[config.mk]
export PLATFORM = sky130hd
export DESIGN_NAME = imem_boot_loader
export DESIGN_NICKNAME = d
export VERILOG_FILES = /design/src/rtl/imem_boot_loader_pkg.sv /design/src/rtl/imem_boot_loader.sv
export SDC_FILE = /design/constraint.sdc
export NUM_CORES = 1
export LEC_CHECK = 0
export BUFFER_PORTS_ARGS = -buffer_cell sky130_fd_sc_hd__buf_2
export CORE_ASPECT_RATIO = 1.75
export CORE_MARGIN = 2
export CORE_UTILIZATION = 52
export CTS_BUF_LIST = sky130_fd_sc_hd__clkbuf_2 sky130_fd_sc_hd__clkbuf_4 sky130_fd_sc_hd__clkbuf_8
export DETAILED_ROUTE_END_ITERATION = 16
export PLACE_DENSITY = 0.84
export SYNTH_ARGS = -nofsm -noshare
export SYNTH_HDL_FRONTEND = slang
export SYNTH_SLANG_ARGS = --single-unit
export TNS_END_PERCENT = 50
[constraint.sdc]
create_clock -name clk -period 2 [get_ports clk]
set_input_delay 0 -clock clk [delete_from_list [all_inputs] [get_ports clk]]
set_output_delay 0 -clock clk [all_outputs]
set_load 0.05 [all_outputs]
[src/rtl/imem_boot_loader_pkg.sv]
// boot_pkg: shared types and constants for the instruction-memory boot loader.
// Latency: n/a (declarations only).
// Backpressure: n/a.
//
// Contents:
//   boot_state_t  loader FSM state encoding (IDLE, LOAD, HOLD, RUN, ERROR)
//   WORD_W        instruction word width (32)
//   hold_cnt_w()  width of the post-load hold counter for a given hold length
package boot_pkg;

  localparam int WORD_W = 32;

  typedef enum logic [2:0] {
    IDLE  = 3'd0,
    LOAD  = 3'd1,
    HOLD  = 3'd2,
    RUN   = 3'd3,
    ERROR = 3'd4
  } boot_state_t;

  // The hold counter is loaded with hold-1, so it must represent values up to
  // hold-1. A one-bit counter is the floor so the declaration is never empty.
  function automatic int hold_cnt_w(input int hold);
    if (hold <= 2) begin
      return 1;
    end
    return $clog2(hold);
  endfunction

endpackage : boot_pkg

[src/rtl/imem_boot_loader.sv]
// imem_boot_loader: streams a program image into instruction memory from address 0 and releases the core.
// Latency: an accepted beat appears on the imem write port in the following cycle; core_reset falls after a fixed hold.
// Backpressure: load_ready is high only while loading; the loader never stalls mid-image once ready is high.
//
// Optional feature: define BOOT_CHECKSUM_EN to treat the load_last beat as a
// 32-bit additive checksum of the written words instead of a data word.
//
// Ports:
//   clk           single rising-edge clock
//   reset         synchronous active-high reset
//   load_valid    host beat valid
//   load_data     host beat payload (WORD_W bits)
//   load_last     final beat of the image
//   load_ready    loader accepts a beat this cycle (registered)
//   imem_we       instruction-memory write strobe
//   imem_addr     instruction-memory word address
//   imem_wdata    instruction-memory write data
//   core_reset    active-high reset to the processor core
//   done          image loaded and core released
//   error         overflow (or checksum failure), sticky until reset
//   words_loaded  number of words written so far (0..2**ADDR_W)
module imem_boot_loader
  import boot_pkg::*;
#(
  parameter int ADDR_W     = 8,
  parameter int RESET_HOLD = 4
) (
  input  logic              clk,
  input  logic              reset,
  input  logic              load_valid,
  input  logic [WORD_W-1:0] load_data,
  input  logic              load_last,
  output logic              load_ready,
  output logic              imem_we,
  output logic [ADDR_W-1:0] imem_addr,
  output logic [WORD_W-1:0] imem_wdata,
  output logic              core_reset,
  output logic              done,
  output logic              error,
  output logic [ADDR_W:0]   words_loaded
);

  localparam int DEPTH  = 2 ** ADDR_W;
  localparam int HOLD_W = hold_cnt_w(RESET_HOLD);

  localparam logic [ADDR_W:0]   FULL_COUNT = (ADDR_W + 1)'(DEPTH);
  localparam logic [HOLD_W-1:0] HOLD_INIT  = HOLD_W'(RESET_HOLD - 1);

  boot_state_t       state;
  logic [HOLD_W-1:0] hold_cnt;
  logic              accept;
  logic              full;

`ifdef BOOT_CHECKSUM_EN
  logic [WORD_W-1:0] sum;
`endif

  // load_ready is a register that is only high in LOAD, so a handshake can
  // only ever occur while loading.
  assign accept = load_valid & load_ready;
  assign full   = (words_loaded == FULL_COUNT);

  always_ff @(posedge clk) begin
    if (reset) begin
      state        <= IDLE;
      load_ready   <= 1'b0;
      imem_we      <= 1'b0;
      imem_addr    <= '0;
      imem_wdata   <= '0;
      core_reset   <= 1'b1;
      done         <= 1'b0;
      error        <= 1'b0;
      words_loaded <= '0;
      hold_cnt     <= '0;
`ifdef BOOT_CHECKSUM_EN
      sum          <= '0;
`endif
    end else begin
      // Write strobe is a single-cycle pulse per accepted data beat.
      imem_we <= 1'b0;

      case (state)
        IDLE: begin
          state      <= LOAD;
          load_ready <= 1'b1;
        end

        LOAD: begin
          if (accept) begin
`ifdef BOOT_CHECKSUM_EN
            if (load_last) begin
              // Checksum beat: never written, compared against the sum of
              // everything written so far (zero for an empty image).
              load_ready <= 1'b0;
              if (load_data == sum) begin
                state    <= HOLD;
                hold_cnt <= HOLD_INIT;
              end else begin
                state <= ERROR;
                error <= 1'b1;
              end
            end else if (full) begin
              state      <= ERROR;
              error      <= 1'b1;
              load_ready <= 1'b0;
            end else begin
              imem_we      <= 1'b1;
              imem_addr    <= words_loaded[ADDR_W-1:0];
              imem_wdata   <= load_data;
              words_loaded <= words_loaded + 1'b1;
              sum          <= sum + load_data;
            end
`else
            if (full) begin
              // Memory already holds DEPTH words; the beat is dropped.
              state      <= ERROR;
              error      <= 1'b1;
              load_ready <= 1'b0;
            end else begin
              imem_we      <= 1'b1;
              imem_addr    <= words_loaded[ADDR_W-1:0];
              imem_wdata   <= load_data;
              words_loaded <= words_loaded + 1'b1;
              if (load_last) begin
                state      <= HOLD;
                hold_cnt   <= HOLD_INIT;
                load_ready <= 1'b0;
              end
            end
`endif
          end
        end

        HOLD: begin
          // The countdown starts once the final write cycle has finished, so
          // the core sees a fully written memory for RESET_HOLD cycles.
          if (!imem_we) begin
            if (hold_cnt == '0) begin
              state      <= RUN;
              core_reset <= 1'b0;
              done       <= 1'b1;
            end else begin
              hold_cnt <= hold_cnt - 1'b1;
            end
          end
        end

        RUN: begin
          // Core running; beats are ignored until the next reset.
        end

        ERROR: begin
          // Sticky: core stays in reset until the next reset.
        end

        default: begin
          // Unreachable encodings park in ERROR rather than release the core.
          state      <= ERROR;
          error      <= 1'b1;
          load_ready <= 1'b0;
          core_reset <= 1'b1;
          done       <= 1'b0;
        end
      endcase
    end
  end

endmodule : imem_boot_loader

Word-level counts from Yosys, hierarchy flattened. Index checks and enable logic that the tools add are counted.

$add $sub $neg: 2. Equal/unequal tests: 13. Mux-type cells: 26. Bitwise logic cells: 8. Reductions and logical operators: 14.

Operator list (number): 3-bit 2-to-1 mux (5); 2-bit inequality test, second input constant (7); 3-bit one-hot mux with 4 select lines (1); 3-bit AND reduction (4); 1-bit 2-to-1 mux (10); 2-bit 2-to-1 mux (5); 9-bit by 1-bit adder with 9-bit output, second input constant (1); 9-bit == test, second input constant (1); 4-bit OR reduction (2); 1-bit NOT (7); 3-bit by 2-bit == test with 1-bit output, second input constant (2); 1-bit one-hot mux with 2 select lines (3); 6-bit AND reduction (1); 3-bit OR reduction (2); 5-bit AND reduction (1); 2-bit one-hot mux with 2 select lines (1); 3-bit by 1-bit == test with 1-bit output, second input constant (1); 3-bit == test, second input constant (1); 3-bit zero test (1); 3-bit inequality test, second input constant (1); 1-bit one-hot mux with 3 select lines (1); 2-bit zero test (1); 2-bit nonzero test (1); 2-bit OR reduction (1); other kinds (2) (2).

Register bits: 59. Input bits: 36. Output and inout port bits: 54. Logic and storage cells: 73.

Depth between registers and ports, before layout.
Word-level depth: 4. Depth in mapped cells: 8. Mapped depth without buffers: 6.

Worst setup path before layout. No wires, ideal clock.

Kind: flip-flop to flip-flop. Start point: register words_loaded[1]. End point: register imem_addr[1]. Setup time: 0.070 ns. Arrival: 2.038 ns. Data required time: 1.930 ns. Path slack: -0.107 ns. Stages on the path, launching flop included: 8. Period minus slack after synthesis: 2.107 ns. Path through: dfxtp_1 -> inv_1 -> ha_1 -> nor4b_1 -> a211oi_2 -> clkbuf_1 -> nand2_1 -> a21oi_2.

Longest elaborated chain between the ends: 3.

RTL lines: start: declaration (RTL line imem_boot_loader.sv:40) `output logic [ADDR_W:0] words_loaded`; start signal: assignment (RTL line imem_boot_loader.sv:123) `words_loaded <= words_loaded + 1'b1;`; 9-bit == test (RTL line imem_boot_loader.sv:61) `assign full = (words_loaded == FULL_COUNT);`; 1-bit NOT (no source line); 3-bit AND reduction (no source line); end signal: assignment (RTL line imem_boot_loader.sv:121) `imem_addr <= words_loaded[ADDR_W-1:0];`; end: declaration (RTL line imem_boot_loader.sv:35) `output logic [ADDR_W-1:0] imem_addr,`.

Several ways; a longest one is shown, not always the timed one. A chain may end at the register's enable or synchronous reset.

Worst setup path after layout.
Start point: register words_loaded[0]. End point: register imem_wdata[12].

Longest elaborated chain between the ends: 3.

RTL lines: 9-bit == test (RTL line imem_boot_loader.sv:61); 1-bit NOT (no source line); 3-bit AND reduction (no source line); end signal: assignment (RTL line imem_boot_loader.sv:122) `imem_wdata <= load_data;`; end: declaration (RTL line imem_boot_loader.sv:36) `output logic [WORD_W-1:0] imem_wdata,`.

No other way between the ends.

==> impl_results.md <==
* Status: complete, no violations
* Synth Flop Type: dfxtp_1
* Async SR Flop Fraction at 0%
* Final Core Density at 74.7%
* Final-layout fill cell count at 350
* Most common cell in the netlist: nand2_1
* Clock Sinks at 59
* Syn. warnings at 0
* Largest net degree at the start of global routing at 27
* Routed len/inst at 15.3 um
* Synth top cells by count: nand2_1, dfxtp_1, a21oi_2
* Reg power frac at 38.4%
* Worst slew pin tran at 745 ps
* DRC violations left at 0
* Crit end category: register
* Flop-to-flop setup slack at 80 ps
* Core area at 4930 um2
* Min cycle time layout at between 1500 and 2000 ps
* Met1 Use GR at 29.9%
* CTS tree: done
* Syn Inst Count at 292
* Comb power frac at 28.5%
* CP cell instances: inv_1, ha_1, or4b_4, o211ai_4, buf_12, nand2_1, a21oi_1
* Slew Viols, Final at 0
* GR peak layer: met2
* RSZ-0062 raised after global routing: false
* Final wirelength at 7.29 mm
* Top cell type's share of synthesized area at 44.9%
* Syn avg cell area at 9.01 um2
* Inserted Clock Buffers at 9
* Worst vdd ir at 0.00112 V
* ANT nets after route at 0
* Final Wtd Congestion at 0.865
* I/O pins at 90
* I/O Buffers at 89
* Leak Pwr at 0.00150 uW
* CP required at roughly 2300 ps
* N_diodes at 0
* DIE WIDTH at 57.8 um
* Row Count at 34
* Syn_nets at between 300 and 400
* Crit path arrival time at roughly 2200 ps
* Vias in the first global route at about 2600
* CTS Buffer Depth at 2
* Crit Path Category: reg -> reg
* Pre-Repair DR Iteration Count at 4
* Sw Share at about a third
* Met2 usage at 45.9%
* Clock network latency to the later pin of the worst-skew pair at around 340 ps
* Placed Instances at 429
* Clock network power share at 33.1%
* Area Overhead vs Synth at 40.1%
* HPWL after DPL at 4.49 mm
* Routing usage on met3 at under 10%
* Yosys top cell by area: dfxtp_1
* Ranking of synthesized cells by area: dfxtp_1, a21oi_2, nand2_1, nand2_2, clkbuf_1
* Period utilization at 95.8%
* Initial antenna violation count at 0
* Switch Pwr at 1240 uW
* Worst-path clk slew at 70 ps
* Routed via count at 2564
* Die Area at 5670 um2
* Via/cell ratio at 5.38
* Synthesized flop and latch total at 59
* Final Hold Violating Endpoints at 0
* Nets@finish at 457
* Starting Density at 53.3%
* Setup TNS at 0 ps
* Worst path max stage delay at 500 ps
* Starting DRC count in detailed routing at 51
* Worst Skew at 6.70 ps
* Post-synth cell types at 46
* Gr ovfl total at 0
* Int Power at roughly 2300 uW
* Post-synthesis sequential area ratio at between 40% and 50%
* Max Cap Viol at 0
* Layout cell share with drive strength beyond 1 at 44.0%
* H-Tree Depth at 3
* CP max-delay cell: or4b_4
* Largest fanout on the critical path at 26
* Worst Setup Start Kind: register
* First-pass GRT wire length at roughly 12 mm
* Root Buffer: clkbuf_8
* Max-slew headroom at 49.7%
* # hold bufs at CTS at 32
* Post-cts sizing count at 0
* HP Class: in -> reg
* EDFF count, synth at 0
* GRT Util Overall at about a quarter
* Die Ht at 98.1 um
* Maximum clock rate at 522 MHz
* Setup violators final at 0
* Non-filler cells, final at 477
* PD cells at roughly 960 nW/um2
* Synth Cell Area at 2630 um2
* Post-CTS setup buffer count at 0
[flip-flops by register name, indices dropped and copies added, names as in the netlist]
signal,count
imem_addr,8
error,1
load_ready,1
imem_we,1
hold_cnt,2
imem_wdata,32
core_reset,1
words_loaded,9
state,3
done,1
[worst max-delay path, delay by kind of cell, from the launching register on]
| kind | cells | cell delay, ps |
|---|---|---|
| AO/OA/AOI/OAI | 2 | 490 |
| adder cells (fa/ha/maj) | 1 | 140 |
| buffers and inverters | 2 | 280 |
| flip-flops | 1 | 320 |
| AND/OR/NAND/NOR | 2 | 600 |
[layout make-up]
type | count | area (um2) | share of cell area (%)
tap | 54 | 67.6 | 1.83
multi-input combinational | 203 | 1280 | 34.7
sequential | 59 | 1180 | 32.1
timing repair buffer | 136 | 903 | 24.5
clock inverter | 7 | 92.6 | 2.51
inverter | 9 | 33.8 | 0.916
clock buffer | 9 | 124 | 3.36
[through the flow]
stage	instance area, um2	setup WS [ps]	hold slack, ps	power (uW)
after global placement	3150	246	243	2310
after detailed placement	3150	191	255	2330
after CTS	3690	173	17.7	3550
after floorplan	2640	21.5	136	2110
final	3690	84.1	26.8	3550
after global routing	3690	21.6	59.8	3700
[path summary, 6_finish.rpt]
path	endpoint	startpoint	cells past startpoint
worst max-delay path	imem_wdata[12]	words_loaded[0]	7
worst min-delay path	state[1]	load_last	3
worst max register to register	imem_wdata[12]	words_loaded[0]	7
worst min register to register	done	done	2
[cells in the final DEF, fill, tap and decap left out, types with 2 or more instances in the layout]
cell,instances
nand2_1,66
xnor2_1,5
a211oi_1,2
or3_1,2
nor4b_1,3
dlygate4sd3_1,32
inv_1,9
nand4_1,2
dfxtp_2,3
o31ai_1,2
buf_2,89
o32ai_1,2
or4_1,2
bufinv_16,2
clkinvlp_4,3
ha_1,3
nand3_1,3
o21ai_0,4
dfxtp_1,56
buf_4,13
and4b_1,2
clkbuf_8,9
nand2_2,19
nand2b_1,2
a21oi_2,39
a21oi_1,8
nor2_1,13
clkinv_2,2
nor4_1,4
buf_12,2
[layer usage]
| layer | vias to the layer above | routed length (um) | part of all wire [%] |
|---|---|---|---|
| met5 | - | 0 | 0 |
| met4 | 0 | 251 | 3.4 |
| met3 | 21 | 261 | 3.6 |
| met2 | 70 | 3990 | 55 |
| met1 | 1239 | 2790 | 38 |
| li1 | 1234 | - | - |
[cell families (layout without fill, tap and decap cells)]
kind of cell / Yosys count / after routing / synth area share (%)
AND/OR/NAND/NOR: 129 / 129 / 24.5
AO/OA/AOI/OAI: 65 / 65 / 20.1
flip-flops: 59 / 59 / 44.9
buffers and inverters: 30 / 161 / 7.04
XOR/XNOR: 5 / 5 / 1.66
adder cells (fa/ha/maj): 3 / 3 / 1.43
multiplexers: 1 / 1 / 0.380
[power groups by stage]
stage,clock network (uW),logic [uW],registers (uW)
after floorplan,0,480,1630
after global placement,0,928,1380
after detailed placement,0,947,1380
after CTS,1190,998,1360
after global routing,1240,1080,1380
final,1180,1010,1360
No activity file was read; power rests on OpenSTA's default activity.
